File: src/rtl/fifo_pull_serializer_if.sv
// rtl/fifo_pull_serializer_if.sv - FIFO pull side and serial line signals of the serializer
interface fifo_pull_serializer_if #(
  parameter int BUFFER_WIDTH = 23,
  parameter int COUNT_WIDTH  = 5
);
  logic                    enable;
  logic [BUFFER_WIDTH-1:0] fifo_head;
  logic [COUNT_WIDTH-1:0]  fifo_count;
  logic                    pull;
  logic                    ser_out;
  logic                    busy;
  logic [15:0]             words_sent;

  // Environment side: supplies the FIFO head/occupancy and observes the line.
  modport master (
    output enable, fifo_head, fifo_count,
    input  pull, ser_out, busy, words_sent
  );

  // Serializer side.
  modport slave (
    input  enable, fifo_head, fifo_count,
    output pull, ser_out, busy, words_sent
  );
endinterface

File: src/rtl/fifo_pull_serializer.sv
// rtl/fifo_pull_serializer.sv - pops FIFO words and sends them as start/data/parity/stop frames
module fifo_pull_serializer #(
  parameter int BUFFER_WIDTH = 23,
  parameter int COUNT_WIDTH  = 5,
  parameter int BIT_PERIOD   = 4
) (
  input  logic                 clock,
  input  logic                 reset,
  fifo_pull_serializer_if.slave bus
);

  typedef enum logic [2:0] {
    S_IDLE, S_LOAD, S_START, S_DATA, S_PARITY, S_STOP
  } state_t;

  localparam int PW = (BIT_PERIOD > 1) ? $clog2(BIT_PERIOD) : 1;
  localparam int BW = (BUFFER_WIDTH > 1) ? $clog2(BUFFER_WIDTH) : 1;
  localparam logic [PW-1:0] PER_LAST = PW'(BIT_PERIOD - 1);
  localparam logic [BW-1:0] BIT_LAST = BW'(BUFFER_WIDTH - 1);

  state_t                  state_q, state_d;
  logic                    pull_q, pull_d;
  logic                    ser_q, ser_d;
  logic                    busy_q, busy_d;
  logic [15:0]             words_q, words_d;
  logic [BUFFER_WIDTH-1:0] shift_q, shift_d;
  logic                    parity_q, parity_d;
  logic [BW-1:0]           bit_cnt_q, bit_cnt_d;
  logic [PW-1:0]           per_cnt_q, per_cnt_d;
  logic                    period_end;

  assign period_end     = (per_cnt_q == PER_LAST);
  assign bus.pull       = pull_q;
  assign bus.ser_out    = ser_q;
  assign bus.busy       = busy_q;
  assign bus.words_sent = words_q;

  // Frame sequencing: every output is computed one cycle ahead and registered.
  always_comb begin
    state_d   = state_q;
    pull_d    = pull_q;
    ser_d     = ser_q;
    busy_d    = busy_q;
    words_d   = words_q;
    shift_d   = shift_q;
    parity_d  = parity_q;
    bit_cnt_d = bit_cnt_q;
    per_cnt_d = per_cnt_q;
    case (state_q)
      S_IDLE: begin
        ser_d = 1'b1;
        if (bus.enable && (bus.fifo_count != '0)) begin
          pull_d  = 1'b1;
          busy_d  = 1'b1;
          state_d = S_LOAD;
        end
      end
      S_LOAD: begin
        // Head is valid now; the FIFO pops at this same edge.
        shift_d   = bus.fifo_head;
        parity_d  = ^bus.fifo_head;
        pull_d    = 1'b0;
        ser_d     = 1'b0;
        per_cnt_d = '0;
        state_d   = S_START;
      end
      S_START: begin
        if (period_end) begin
          per_cnt_d = '0;
          bit_cnt_d = '0;
          ser_d     = shift_q[BUFFER_WIDTH-1];
          state_d   = S_DATA;
        end else begin
          per_cnt_d = per_cnt_q + PW'(1);
        end
      end
      S_DATA: begin
        if (period_end) begin
          per_cnt_d = '0;
          if (bit_cnt_q == BIT_LAST) begin
            ser_d   = parity_q;
            state_d = S_PARITY;
          end else begin
            // Next bit is the one that moves into the MSB after the shift.
            shift_d   = shift_q << 1;
            ser_d     = shift_q[BUFFER_WIDTH-2];
            bit_cnt_d = bit_cnt_q + BW'(1);
          end
        end else begin
          per_cnt_d = per_cnt_q + PW'(1);
        end
      end
      S_PARITY: begin
        if (period_end) begin
          per_cnt_d = '0;
          ser_d     = 1'b1;
          state_d   = S_STOP;
        end else begin
          per_cnt_d = per_cnt_q + PW'(1);
        end
      end
      S_STOP: begin
        if (period_end) begin
          per_cnt_d = '0;
          words_d   = words_q + 16'd1;
          busy_d    = 1'b0;
          state_d   = S_IDLE;
        end else begin
          per_cnt_d = per_cnt_q + PW'(1);
        end
      end
      default: begin
        state_d = S_IDLE;
        pull_d  = 1'b0;
        ser_d   = 1'b1;
        busy_d  = 1'b0;
      end
    endcase
  end

  // State register; reset abandons any frame in flight and idles the line high.
  always_ff @(posedge clock or posedge reset) begin
    if (reset) begin
      state_q   <= S_IDLE;
      pull_q    <= 1'b0;
      ser_q     <= 1'b1;
      busy_q    <= 1'b0;
      words_q   <= '0;
      shift_q   <= '0;
      parity_q  <= 1'b0;
      bit_cnt_q <= '0;
      per_cnt_q <= '0;
    end else begin
      state_q   <= state_d;
      pull_q    <= pull_d;
      ser_q     <= ser_d;
      busy_q    <= busy_d;
      words_q   <= words_d;
      shift_q   <= shift_d;
      parity_q  <= parity_d;
      bit_cnt_q <= bit_cnt_d;
      per_cnt_q <= per_cnt_d;
    end
  end

endmodule
File: src/flat_wrapper.sv
// flat-port wrapper written by rule: the top's interface ports become plain ports
module fifo_pull_serializer_flat 
#(
  parameter int BUFFER_WIDTH = 23,
  parameter int COUNT_WIDTH  = 5,
  parameter int BIT_PERIOD   = 4
)
  (clock, reset, bus_enable, bus_fifo_head, bus_fifo_count, bus_pull, bus_ser_out, bus_busy, bus_words_sent);
  fifo_pull_serializer_if #(.BUFFER_WIDTH(BUFFER_WIDTH), .COUNT_WIDTH(COUNT_WIDTH)) bus_i ();
  input  logic clock;
  input  logic reset;
  input wire logic [$bits(bus_i.enable)-1:0] bus_enable;
  input wire logic [$bits(bus_i.fifo_head)-1:0] bus_fifo_head;
  input wire logic [$bits(bus_i.fifo_count)-1:0] bus_fifo_count;
  output wire logic [$bits(bus_i.pull)-1:0] bus_pull;
  output wire logic [$bits(bus_i.ser_out)-1:0] bus_ser_out;
  output wire logic [$bits(bus_i.busy)-1:0] bus_busy;
  output wire logic [$bits(bus_i.words_sent)-1:0] bus_words_sent;
  assign bus_i.enable = bus_enable;
  assign bus_i.fifo_head = bus_fifo_head;
  assign bus_i.fifo_count = bus_fifo_count;
  assign bus_pull = bus_i.pull;
  assign bus_ser_out = bus_i.ser_out;
  assign bus_busy = bus_i.busy;
  assign bus_words_sent = bus_i.words_sent;
  fifo_pull_serializer #(.BUFFER_WIDTH(BUFFER_WIDTH), .COUNT_WIDTH(COUNT_WIDTH), .BIT_PERIOD(BIT_PERIOD)) u_core (.clock(clock), .reset(reset), .bus(bus_i));
endmodule
File: config.mk
export PLATFORM = sky130hd
export DESIGN_NAME = fifo_pull_serializer_flat
export DESIGN_NICKNAME = d
export VERILOG_FILES = /design/src/rtl/fifo_pull_serializer_if.sv /design/src/rtl/fifo_pull_serializer.sv /design/src/flat_wrapper.sv
export SDC_FILE = /design/constraint.sdc
export NUM_CORES = 1
export LEC_CHECK = 0
export ABC_AREA = 1
export CORE_MARGIN = 4
export CORE_UTILIZATION = 40
export DETAILED_ROUTE_END_ITERATION = 12
export GPL_TIMING_DRIVEN = 0
export PLACE_DENSITY = 0.59
export SLEW_MARGIN = 10
export SYNTH_ARGS = -nofsm -noshare
export SYNTH_HDL_FRONTEND = slang
export SYNTH_SLANG_ARGS = --single-unit
File: constraint.sdc
create_clock -name clock -period 3.67 [get_ports clock]
set_input_delay 0.734 -clock clock [delete_from_list [all_inputs] [get_ports clock]]
set_output_delay 0.734 -clock clock [all_outputs]
set_load 0.005 [all_outputs]
# After elaboration in Yosys (flattened, before gate mapping)
# Cells that the tools add are included.
# word_totals
reg_bits,53
in_bits,31
out_inout_bits,19
elab_cells,70
# op_classes
addsub,3
eq_ne,14
n_mux,25
bitwise,3
reduce_logical,16
# ops
cell,n
23-bit 2-to-1 mux,2
23-bit case mux with 2 select lines,1
23-bit XOR reduction,1
3-bit 2-to-1 mux,6
3-bit case mux with 6 select lines,1
16-bit by 1-bit adder with 16-bit output (second input constant),1
5-bit 2-to-1 mux,3
2-bit by 1-bit != test with 1-bit output (second input constant),6
5-bit case mux with 2 select lines,1
4-bit AND reduction,2
4-bit OR reduction,2
3-bit by 2-bit equality test with 1-bit output (second input constant),2
3-bit equality test (second input constant),2
1-bit 2-to-1 mux,6
3-bit AND reduction,2
6-bit AND reduction,1
2-bit nonzero test,3
5-bit by 1-bit adder with 5-bit output (second input constant),1
5-bit equality test (second input constant),1
1-bit case mux with 5 select lines,1
5-bit nonzero test,1
2-bit case mux with 2 select lines,1
2-bit AND reduction,2
3-bit by 1-bit equality test with 1-bit output (second input constant),1
other kinds (9),11

# Depth between registers and ports, before layout
# depth
word_depth,4
depth_mapped,13

# Least setup slack after synthesis
# OpenSTA, ideal clock, no wires.
# synth_path
path_kind,register to register
startpoint,register u_core.per_cnt_q[0]
endpoint,"register u_core.words_q[15], in the netlist u_core.bus.words_sent[15]"
setup_time_ps,123
arrival_time_ps,1491
required_time_ps,3547
path_slack_ps,2057
stages_incl_launch_ff,10
path_cell_list,dfrtp_1 -> ha_1 -> inv_2 -> nor2_8 -> nand3b_4 -> nor2_4 -> nand2_2 -> nor2_2 -> nand2_1 -> xnor2_1
# synth_via
elab_chain_cells,2
# synth_rtl
element,line_no,rtl
start: declaration,fifo_pull_serializer.sv:29,"logic [PW-1:0] per_cnt_q, per_cnt_d;"
start signal: assignment,fifo_pull_serializer.sv:142,per_cnt_q <= per_cnt_d;
2-bit equality test,fifo_pull_serializer.sv:32,assign period_end = (per_cnt_q == PER_LAST);
2-bit AND reduction (no source line),--,
end signal: assignment,fifo_pull_serializer.sv:138,words_q <= words_d;
end: declaration,fifo_pull_serializer.sv:25,"logic [15:0] words_q, words_d;"
# Every way passes these cells.
# A chain may end at the register's enable or synchronous reset.

# Worst setup path after layout
# layout_path
startpoint,"register u_core.words_q[5], in the netlist u_core.bus.words_sent[5]"
endpoint,output bus_words_sent[5]
# layout_rtl
element,line_no,rtl
end: declaration,flat_wrapper.sv:18,output wire logic [$bits(bus_i.words_sent)-1:0] bus_words_sent;
# No word-level cell between the ends.

==> flow_summary.yaml <==
timing:
  fmax_mhz: 483
  fin_tns_setup_ns: 0
  period_minus_slack_ns: 2.07
  grt_setup_unrepaired: "false"
  min_period_over_period_pct: 56.4
  relSlewSlack_pct: 57.8
  finalWorstSetupSlack_ns: 1.60
  setup_viol_count_final: 0
  worstMarginPinSlew_ns: 0.632
  maxSlewViolCount: 0
  hold_viol: 0
  fin_worst_skew_ns: 0.00795
floorplanning:
  std_cell_rows: 31
  fp.dieH_um: 96.1
  ios: 50
  initial_utilization_pct: 41.9
  die_area_mm2: 0.00923
  fp.dieW_um: 96.1
  core_mm2: 0.00741
yosys:
  syn_inst: 409
  yosysWarnings: 0
  netlist_area_mm2: 0.00310
  synth_seq_area_share_pct: 42.8
  synth.distinct_cells: 31
  syn_nets: 444
  ys_ff_latch: 53
  syn_area_per_cell_um2: 7.59
setup_path:
  path_buf_inv: 1
  cpPeakStageDelay_ns: 0.56
  cp_cell_sequence: "clkdlybuf4s50_1"
  critPathCaptureType: "output pin"
  crit_path_max_fanout: 6
  crit_path_start_kind: "flip-flop"
  critPathRequiredTime_ns: 2.94
  path_delay_family: "buffers and inverters"
  crit_type: "reg2out"
  r2r_slack_ns: 1.82
  slowest_stage: "clkdlybuf4s50_1"
  critPathArrivalTime_ns: 1.34
power_and_ir_drop:
  p_sw_share_pct: 37.6
  power.density_mw_per_mm2: 572
  clkPwrFrac_pct: 21.1
  p_comb_share_pct: 39.7
  seq_power_share_pct: 39.2
  p_leak_nw: 1.89
  intPower_mw: 1.38
  switching_power_uw: 833
  ir_drop_mv: 0.232
global_route:
  antenna_found_initial: 0
  grt_pass1_wl_mm: 11.8
  grtUsageTotal_pct: 16.0
  grt_pass1_vias: 2718
  grt_start_max_net_pins: 29
  gr-total-overflow: 0
cells_and_area:
  mostFrequentLayoutCells: "nand2_1, inv_1, dfrtp_1"
  n_antenna_cell: 0
  synthToLayoutAreaGrowth_pct: 24.7
  nFillCells: 735
  multi_input_area_mm2: 0.00149
  drive_above_1_share_pct: 8.35
  ff_latch_area_mm2: 0.00133
  layout_commonest_cell: "nand2_1"
  layout.nets: 501
clocking:
  ctsHoldBuffers: 0
  cts_inserted_buffers: 5
  clock-root-buffer: "clkbuf_8"
  cts_tree: "built"
  post_cts_buffers: 0
  clock-sinks: 53
  cts_resized: 0
  clockBufferDepth: 2
  insertion_delay_ns: 0.31
  htree_levels: 2
  cts.clk_slew.worst_paths_ns: 0.10
drt:
  wl_per_cell_um: 11.9
  firstDrtPassIters: 4
  wirelength_mm: 6.75
  viasPerCell: 4.85
  postRouteAntennaNets: 0
  drt_iter0_drc: 73
  drc: 0
  num_vias: 2746
placement:
  dpl.hpwl_mm: 5.14
  dp_worst_setup_slack_ns: 1.44
  io_buffers: 49
  gp_congestion: 0.747
outcome:
  status: "completed"
hold_path:
  hold_class: "reg2reg"
job:
  drv_cap: 0
## Yosys cell counts
cell type	number	area share (%)
nand4_1	5	1.0
xnor2_1	11	3.1
o22ai_1	1	0.20
nand3_4	1	0.56
nor3_1	4	0.64
ha_1	4	1.6
clkbuf_2	1	0.16
inv_2	4	0.48
nor2_4	2	0.73
nand3_1	16	2.6
mux2_2	1	0.36
dfrtp_1	52	42
o21ai_0	32	5.2
nor2_2	3	0.60
nand2_2	4	0.81
o21ai_1	1	0.16
nor2_8	1	0.64
xor2_1	8	2.3
nand3b_4	1	0.64
o211ai_1	21	5.1
buf_2	5	0.81
nor2_1	24	2.9
buf_4	3	0.73
inv_1	59	7.1
a21oi_1	5	0.81
o211ai_2	1	0.40
nand2_1	130	16
a31oi_1	4	0.81
dfstp_2	1	0.85
nor4_2	1	0.40
o31ai_1	3	0.73
## sequential cells by signal, indices dropped and copies added, names as in the netlist
signal,flops
u_core.parity_q,1
u_core.per_cnt_q,2
u_core.shift_q,23
u_core.bus.busy,1
u_core.state_q,3
u_core.bus.pull,1
u_core.bit_cnt_q,5
u_core.bus.ser_out,1
u_core.bus.words_sent,16
## metrics by stage
stage	cells	util, %	hold slack, ns	power (mW)	cell area (um^2)
floorplan	409	-	0.444	1.50	3100
global placement	557	50.2	0.463	1.75	3720
detailed placement	558	50.5	0.467	1.77	3740
CTS	566	52.3	0.488	2.24	3870
global route	566	52.3	0.514	2.43	3870
finish	566	52.3	0.482	2.22	3870
## kinds of logic (layout without fill, tap and decap cells)
| kind of cell | after synthesis | after routing | share of synthesized area, % |
|---|---|---|---|
| mux | 1 | 1 | 0.363 |
| flops | 53 | 53 | 42.8 |
| xor+xnor | 19 | 19 | 5.36 |
| fa+ha+maj | 4 | 4 | 1.61 |
| buf+inv | 72 | 130 | 9.31 |
| compound gates | 68 | 68 | 13.3 |
| simple gates | 192 | 192 | 27.2 |
## worst reg2reg max path, cell delays in order, from the launching register on
cell and delay [ns]:
dfrtp_1 0.38, ha_1 0.36, inv_2 0.14, nor4_2 0.37, nand2_1 0.17, nor3_1 0.22
xor2_1 0.16
## area by class of cell
| type | count | area share [%] |
|---|---|---|
| clock buffer | 5 | 1.78 |
| multi-input combinational | 284 | 38.4 |
| sequential | 53 | 34.3 |
| tap | 99 | 3.20 |
| inverter | 63 | 6.11 |
| timing repair buffer | 50 | 13.2 |
| clock inverter | 3 | 1.68 |
| buffer | 9 | 1.36 |
## path summary, 6_finish.rpt
check,startpoint,to,cells past startpoint
worst max-delay path,u_core.bus.words_sent[5],bus_words_sent[5],1
worst min-delay path,u_core.bus.words_sent[15],u_core.bus.words_sent[15],1
worst max register to register,u_core.per_cnt_q[0],u_core.bus.words_sent[10],6
worst min register to register,u_core.bus.words_sent[15],u_core.bus.words_sent[15],1
max in group asynchronous,reset,u_core.bus.ser_out,3
min in group asynchronous,reset,u_core.bus.words_sent[11],2
## power groups by stage
stage / registers, mW / clock network, mW / logic, mW
after CTS: 0.871 / 0.479 / 0.895
after global routing: 0.895 / 0.504 / 1.03
final: 0.869 / 0.467 / 0.879
after global placement: 0.878 / 0 / 0.868
after floorplan: 0.864 / 0 / 0.641
after detailed placement: 0.881 / 0 / 0.891
## per-layer routing
metal	part of all wire, %	global-route usage (%)	vias to the layer above
met3	3.2	3.28	7
met1	49	21.1	1279
met2	47	26.7	41
met4	1.0	4.27	0
met5	0	0	-
li1	-	-	1419
Note: power is estimated with default switching activity, not from simulation.
